## config.mk

```make
export PLATFORM = sky130hd
export DESIGN_NAME = mem_arbiter
export DESIGN_NICKNAME = d
export VERILOG_FILES = /design/src/rtl/mem_arbiter.sv
export SDC_FILE = /design/constraint.sdc
export NUM_CORES = 1
export LEC_CHECK = 0
export CORE_ASPECT_RATIO = 0.7
export CORE_UTILIZATION = 43
export CTS_CLUSTER_DIAMETER = 50
export DETAILED_ROUTE_END_ITERATION = 7
export GPL_ROUTABILITY_DRIVEN = 0
export PLACE_DENSITY = 0.85
export RECOVER_POWER = 50
export SLEW_MARGIN = 0
export SYNTH_ARGS = -nofsm -noshare
export SYNTH_HDL_FRONTEND = slang
export SYNTH_SLANG_ARGS = --single-unit
```

## constraint.sdc

```tcl
create_clock -name clk -period 2.9 [get_ports clk]
set_input_delay 0.87 -clock clk [delete_from_list [all_inputs] [get_ports clk]]
set_output_delay 0.87 -clock clk [all_outputs]
set_load 0.02 [all_outputs]
```

## src/rtl/mem_arbiter.sv

```systemverilog
// Two-requester memory arbiter: a CPU port and a loader port share one
// memory. Round-robin on ties; each access holds its strobe for
// WAIT_CYCLES+1 cycles, then pulses ready/done for one cycle.
module mem_arbiter #(
    parameter int unsigned WAIT_CYCLES = 1
) (
    input  logic        clk,
    input  logic        rst,
    input  logic        cpu_read,
    input  logic        cpu_write,
    input  logic [15:0] cpu_addr,
    input  logic [7:0]  cpu_wdata,
    output logic [7:0]  cpu_rdata,
    output logic        cpu_ready,
    input  logic        ld_req,
    input  logic        ld_we,
    input  logic [15:0] ld_addr,
    input  logic [7:0]  ld_wdata,
    output logic [7:0]  ld_rdata,
    output logic        ld_done,
    output logic [15:0] mem_addr,
    output logic [7:0]  mem_wdata,
    input  logic [7:0]  mem_rdata,
    output logic        mem_rd,
    output logic        mem_wr,
    output logic        busy
);

    localparam logic [2:0] WaitCnt = 3'(WAIT_CYCLES);

    typedef enum logic [1:0] {StIdle, StAcc, StResp} state_e;

    state_e      state_q, state_d;
    logic [2:0]  cnt_q, cnt_d;
    logic        last_grant_q, last_grant_d;  // 1 = loader granted last
    logic        gnt_ld_q, gnt_ld_d;          // current access belongs to loader
    logic        we_q, we_d;
    logic [15:0] mem_addr_q, mem_addr_d;
    logic [7:0]  mem_wdata_q, mem_wdata_d;
    logic        mem_rd_q, mem_rd_d;
    logic        mem_wr_q, mem_wr_d;
    logic        cpu_ready_q, cpu_ready_d;
    logic        ld_done_q, ld_done_d;
    logic [7:0]  cpu_rdata_q, cpu_rdata_d;
    logic [7:0]  ld_rdata_q, ld_rdata_d;
    logic        busy_q, busy_d;

    logic cpu_req;
    logic pick_ld;
    logic nxt_we;

    assign cpu_req = cpu_read | cpu_write;

    // Next-state and registered-output computation
    always_comb begin
        state_d      = state_q;
        cnt_d        = cnt_q;
        last_grant_d = last_grant_q;
        gnt_ld_d     = gnt_ld_q;
        we_d         = we_q;
        mem_addr_d   = mem_addr_q;
        mem_wdata_d  = mem_wdata_q;
        mem_rd_d     = mem_rd_q;
        mem_wr_d     = mem_wr_q;
        cpu_ready_d  = 1'b0;
        ld_done_d    = 1'b0;
        cpu_rdata_d  = cpu_rdata_q;
        ld_rdata_d   = ld_rdata_q;
        pick_ld      = 1'b0;
        nxt_we       = 1'b0;

        unique case (state_q)
            StIdle: begin
                if (cpu_req || ld_req) begin
                    // Loader wins only when alone or when the CPU went last
                    pick_ld      = ld_req && (!cpu_req || !last_grant_q);
                    nxt_we       = pick_ld ? ld_we : cpu_write;
                    gnt_ld_d     = pick_ld;
                    last_grant_d = pick_ld;
                    we_d         = nxt_we;
                    mem_addr_d   = pick_ld ? ld_addr : cpu_addr;
                    mem_wdata_d  = pick_ld ? ld_wdata : cpu_wdata;
                    mem_rd_d     = !nxt_we;
                    mem_wr_d     = nxt_we;
                    cnt_d        = 3'd0;
                    state_d      = StAcc;
                end
            end
            StAcc: begin
                if (cnt_q == WaitCnt) begin
                    mem_rd_d = 1'b0;
                    mem_wr_d = 1'b0;
                    if (!we_q) begin
                        if (gnt_ld_q) ld_rdata_d  = mem_rdata;
                        else          cpu_rdata_d = mem_rdata;
                    end
                    cpu_ready_d = !gnt_ld_q;
                    ld_done_d   = gnt_ld_q;
                    state_d     = StResp;
                end else begin
                    cnt_d = cnt_q + 3'd1;
                end
            end
            StResp: begin
                state_d = StIdle;
            end
            default: begin
                state_d  = StIdle;
                mem_rd_d = 1'b0;
                mem_wr_d = 1'b0;
            end
        endcase

        busy_d = (state_d != StIdle);
    end

    // State and output registers with synchronous reset
    always_ff @(posedge clk) begin
        if (rst) begin
            state_q      <= StIdle;
            cnt_q        <= 3'd0;
            last_grant_q <= 1'b1;
            gnt_ld_q     <= 1'b0;
            we_q         <= 1'b0;
            mem_addr_q   <= 16'h0000;
            mem_wdata_q  <= 8'h00;
            mem_rd_q     <= 1'b0;
            mem_wr_q     <= 1'b0;
            cpu_ready_q  <= 1'b0;
            ld_done_q    <= 1'b0;
            cpu_rdata_q  <= 8'h00;
            ld_rdata_q   <= 8'h00;
            busy_q       <= 1'b0;
        end else begin
            state_q      <= state_d;
            cnt_q        <= cnt_d;
            last_grant_q <= last_grant_d;
            gnt_ld_q     <= gnt_ld_d;
            we_q         <= we_d;
            mem_addr_q   <= mem_addr_d;
            mem_wdata_q  <= mem_wdata_d;
            mem_rd_q     <= mem_rd_d;
            mem_wr_q     <= mem_wr_d;
            cpu_ready_q  <= cpu_ready_d;
            ld_done_q    <= ld_done_d;
            cpu_rdata_q  <= cpu_rdata_d;
            ld_rdata_q   <= ld_rdata_d;
            busy_q       <= busy_d;
        end
    end

    assign cpu_rdata = cpu_rdata_q;
    assign cpu_ready = cpu_ready_q;
    assign ld_rdata  = ld_rdata_q;
    assign ld_done   = ld_done_q;
    assign mem_addr  = mem_addr_q;
    assign mem_wdata = mem_wdata_q;
    assign mem_rd    = mem_rd_q;
    assign mem_wr    = mem_wr_q;
    assign busy      = busy_q;

endmodule

```

==> run_results.csv <==
group,metric,value,unit
sta,tightestPinTransition,0.729,ns
logic_synthesis,ys.flop_type,"dfxtp_1",
routing,routed_via_density,4.79,
global_route,met2_usage,34.9,%
cts,clock_sinks,53,
setup_path,end_kind,"register",
global_route,gr-usage-all-layers,19.6,%
finish,nets,385,
setup_path,required,3.09,ns
logic_synthesis,synthCells,216,
sta,fin_hold_ws,0.452,ns
status,status,"completed",
placed_design,dp.cells,383,
logic_synthesis,yosys.area_share.simple,15.7,%
cts,clock_tree.buffer_depth,2,
global_route,antenna_found_initial,1,
sta,fin_crit_sh,84.9,%
setup_path,arrival,2.65,ns
sta,setup_viol,0,
sta,rsz0062_at_grt,"no",
finish,fin_util,70.0,%
placed_design,place.port_buffers,106,
worst_hold_path,worst_hold_path_type,"register to register",
global_route,grtUsageMet3,6.47,%
logic_synthesis,synth.distinct_cells,35,
floorplan,placementRows,21,
global_route,first_global_vias,1740,
cts,clock-root-buffer,"clkbuf_8",
job,maxCapViolCount,0,
logic_synthesis,synth-xor-area-share,0.397,%
sta,finalCriticalPeriod,2.46,ns
logic_synthesis,synth.avg_cell_area,10.2,µm²
finish,final_common_cell,"clkdlybuf4s50_1",
sta,fmax,406,MHz
cts,cts_setup_buffers,0,
global_route,grt_use_met1,23.2,%
routing,drc,0,
logic_synthesis,synth_compound_area_share,12.9,%
cts,clk_pin_slew,0.09,ns
logic_synthesis,synth_top_area_cell,"dfxtp_1",
pwr,cellPowerDensity,480,nW/µm²
floorplan,die_height,61.9,µm
floorplan,dieArea,5420,µm²
cts,htreeDepth,2,
logic_synthesis,synth_area_leaders,"dfxtp_1, mux2i_1, o21ai_2",
logic_synthesis,synth_warnings,0,
logic_synthesis,async_flop_share,0,%
cts,cts_buffers,5,
routing,postRouteAntennaNets,0,
sta,maxSlewViolCount,0,
cts,cts_resized,0,
logic_synthesis,synth_top_family_by_area,"multiplexers",
logic_synthesis,ys_ff_latch,53,
finish,drive_above_1_share,10.9,%
sta,tns,0,ns
floorplan,ioPinCount,107,
setup_path,path_buf_inv,2,
setup_path,crit_slowest_cell,"dlygate4sd3_1",
cts,worstSkewPairLatency,0.30,ns
pwr,ir_drop,0.291,mV
setup_path,cp_slowest_stage_delay,0.57,ns
routing,num_vias,1879,
setup_path,worstPathCellList,"dlygate4sd3_1 > or3_1 > nand2_1 > or2_1 > buf_12 > o21ai_1",
logic_synthesis,synthMuxAreaShare,18.2,%
sta,slew_headroom,51.0,%
setup_path,path_max_fanout,25,
finish,fin_cells,392,
setup_path,crit_family,"simple AND/OR/NAND/NOR gates",
setup_path,setup.worst_path.class,"input pin to register",
finish,synthToLayoutAreaGrowth,54.4,%
floorplan,core,4860,µm²
placed_design,dp_hpwl,4040,µm
logic_synthesis,synth_area,2200,µm²
global_route,grt.busiest_layer,"met2",
logic_synthesis,synth_edf_count,0,
floorplan,start_util,45.4,%
sta,fin_skew,0.00795,ns
cts,postCtsHoldBufs,0,
cts,cts_tree,"yes",
pwr,leakagePower,0.00147,µW
logic_synthesis,yosys.area.top_type_share,48.1,%
floorplan,die_x,87.6,µm
setup_path,startpoint_type,"input pin",
routing,finalWirelength,5200,µm
global_route,grt_pass1_wl,8080,µm
routing,drt_pass1_iterations,4,
routing,drt_iter0_drc,74,
logic_synthesis,synth_nets,280,
global_route,grt_overflow_total,0,
logic_synthesis,seq_area_frac_synth,48.1,%
sta,hold_violations,0,
global_route,grt_max_degree,27,
logic_synthesis,synth_fa_ha_area_share,1.14,%
finish,final_cell_mix,"clkdlybuf4s50_1, dfxtp_1, mux2i_1",
routing,wire_per_inst,13.3,µm
sequential cells by signal, indices dropped and copies added (netlist names):
signal,flops
mem_addr,16
mem_wdata,8
ld_done,1
we_q,1
mem_wr,1
state_q,2
ld_rdata,8
last_grant_q,1
cpu_rdata,8
cpu_ready,1
mem_rd,1
gnt_ld_q,1
cnt_q,3
busy,1
cell families (layout without fill, tap and decap cells):
logic type	Yosys count	count (layout)
XOR/XNOR	1	1
other	0	1
multiplexers	40	40
AO/OA/AOI/OAI	37	37
adder cells (fa/ha/maj)	2	2
AND/OR/NAND/NOR	70	70
flip-flops	53	53
buffers and inverters	13	119
metrics by stage:
stage | cell area (µm²) | power (µW) | worst slack, ns
after floorplan | 2200 | 1050 | 0.840
after global placement | 3320 | 1250 | 0.350
after detailed placement | 3320 | 1260 | 0.305
after CTS | 3410 | 1660 | 0.636
after global routing | 3400 | 1710 | 0.376
final | 3400 | 1630 | 0.438
routing by layer:
metal | part of all wire [%] | vias to the layer above
met4 | 0.98 | 0
li1 | - | 964
met3 | 6.1 | 6
met2 | 49 | 48
met1 | 44 | 861
met5 | 0 | -
synthesized netlist by cell type (2+ instances only):
master and instances:
nand3_1 6, or3_1 2, o21ai_1 6, ha_1 2, buf_2 6, a21oi_1 6
buf_6 3, dfxtp_1 53, nand2_1 29, and2_1 2, mux2i_1 40, o21ai_2 20
nor2_1 17, clkbuf_1 3
worst register-to-register path, cell delays in order (launching register included):
cell and delay [ns]:
dfxtp_1 0.39, ha_1 0.17, or2b_4 0.30, nor4_4 0.56
mux2i_1 0.28, nor2_1 0.05
layout make-up:
cell class / count / area, µm²
multi-input cells: 150 / 1060
inverters: 1 / 3.75
repair buffers: 110 / 1100
clock buffers: 6 / 72.6
flip-flops and latches: 53 / 1060
clock inverters: 2 / 15.0
diodes: 1 / 2.50
fillers: 378 / 1460
well taps: 69 / 86.3
final timing paths:
path	from	end	slack (ns)	cells past startpoint
max reg2reg	cnt_q[0]	cpu_rdata[0]	1.03	5
max	cpu_read	mem_addr[7]	0.44	6
min reg2reg	mem_wdata[6]	mem_wdata[6]	0.45	2
min	mem_wdata[6]	mem_wdata[6]	0.45	2
where the power goes:
part           leakage (µW)  total (µW)  switching [µW]  internal (µW)
clock             0.0000374         407             237            170
combinational       0.00100         414             197            216
sequential         0.000434         813            31.3            782
total               0.00147        1630             465           1170
No activity file was read; power rests on OpenSTA's default activity.
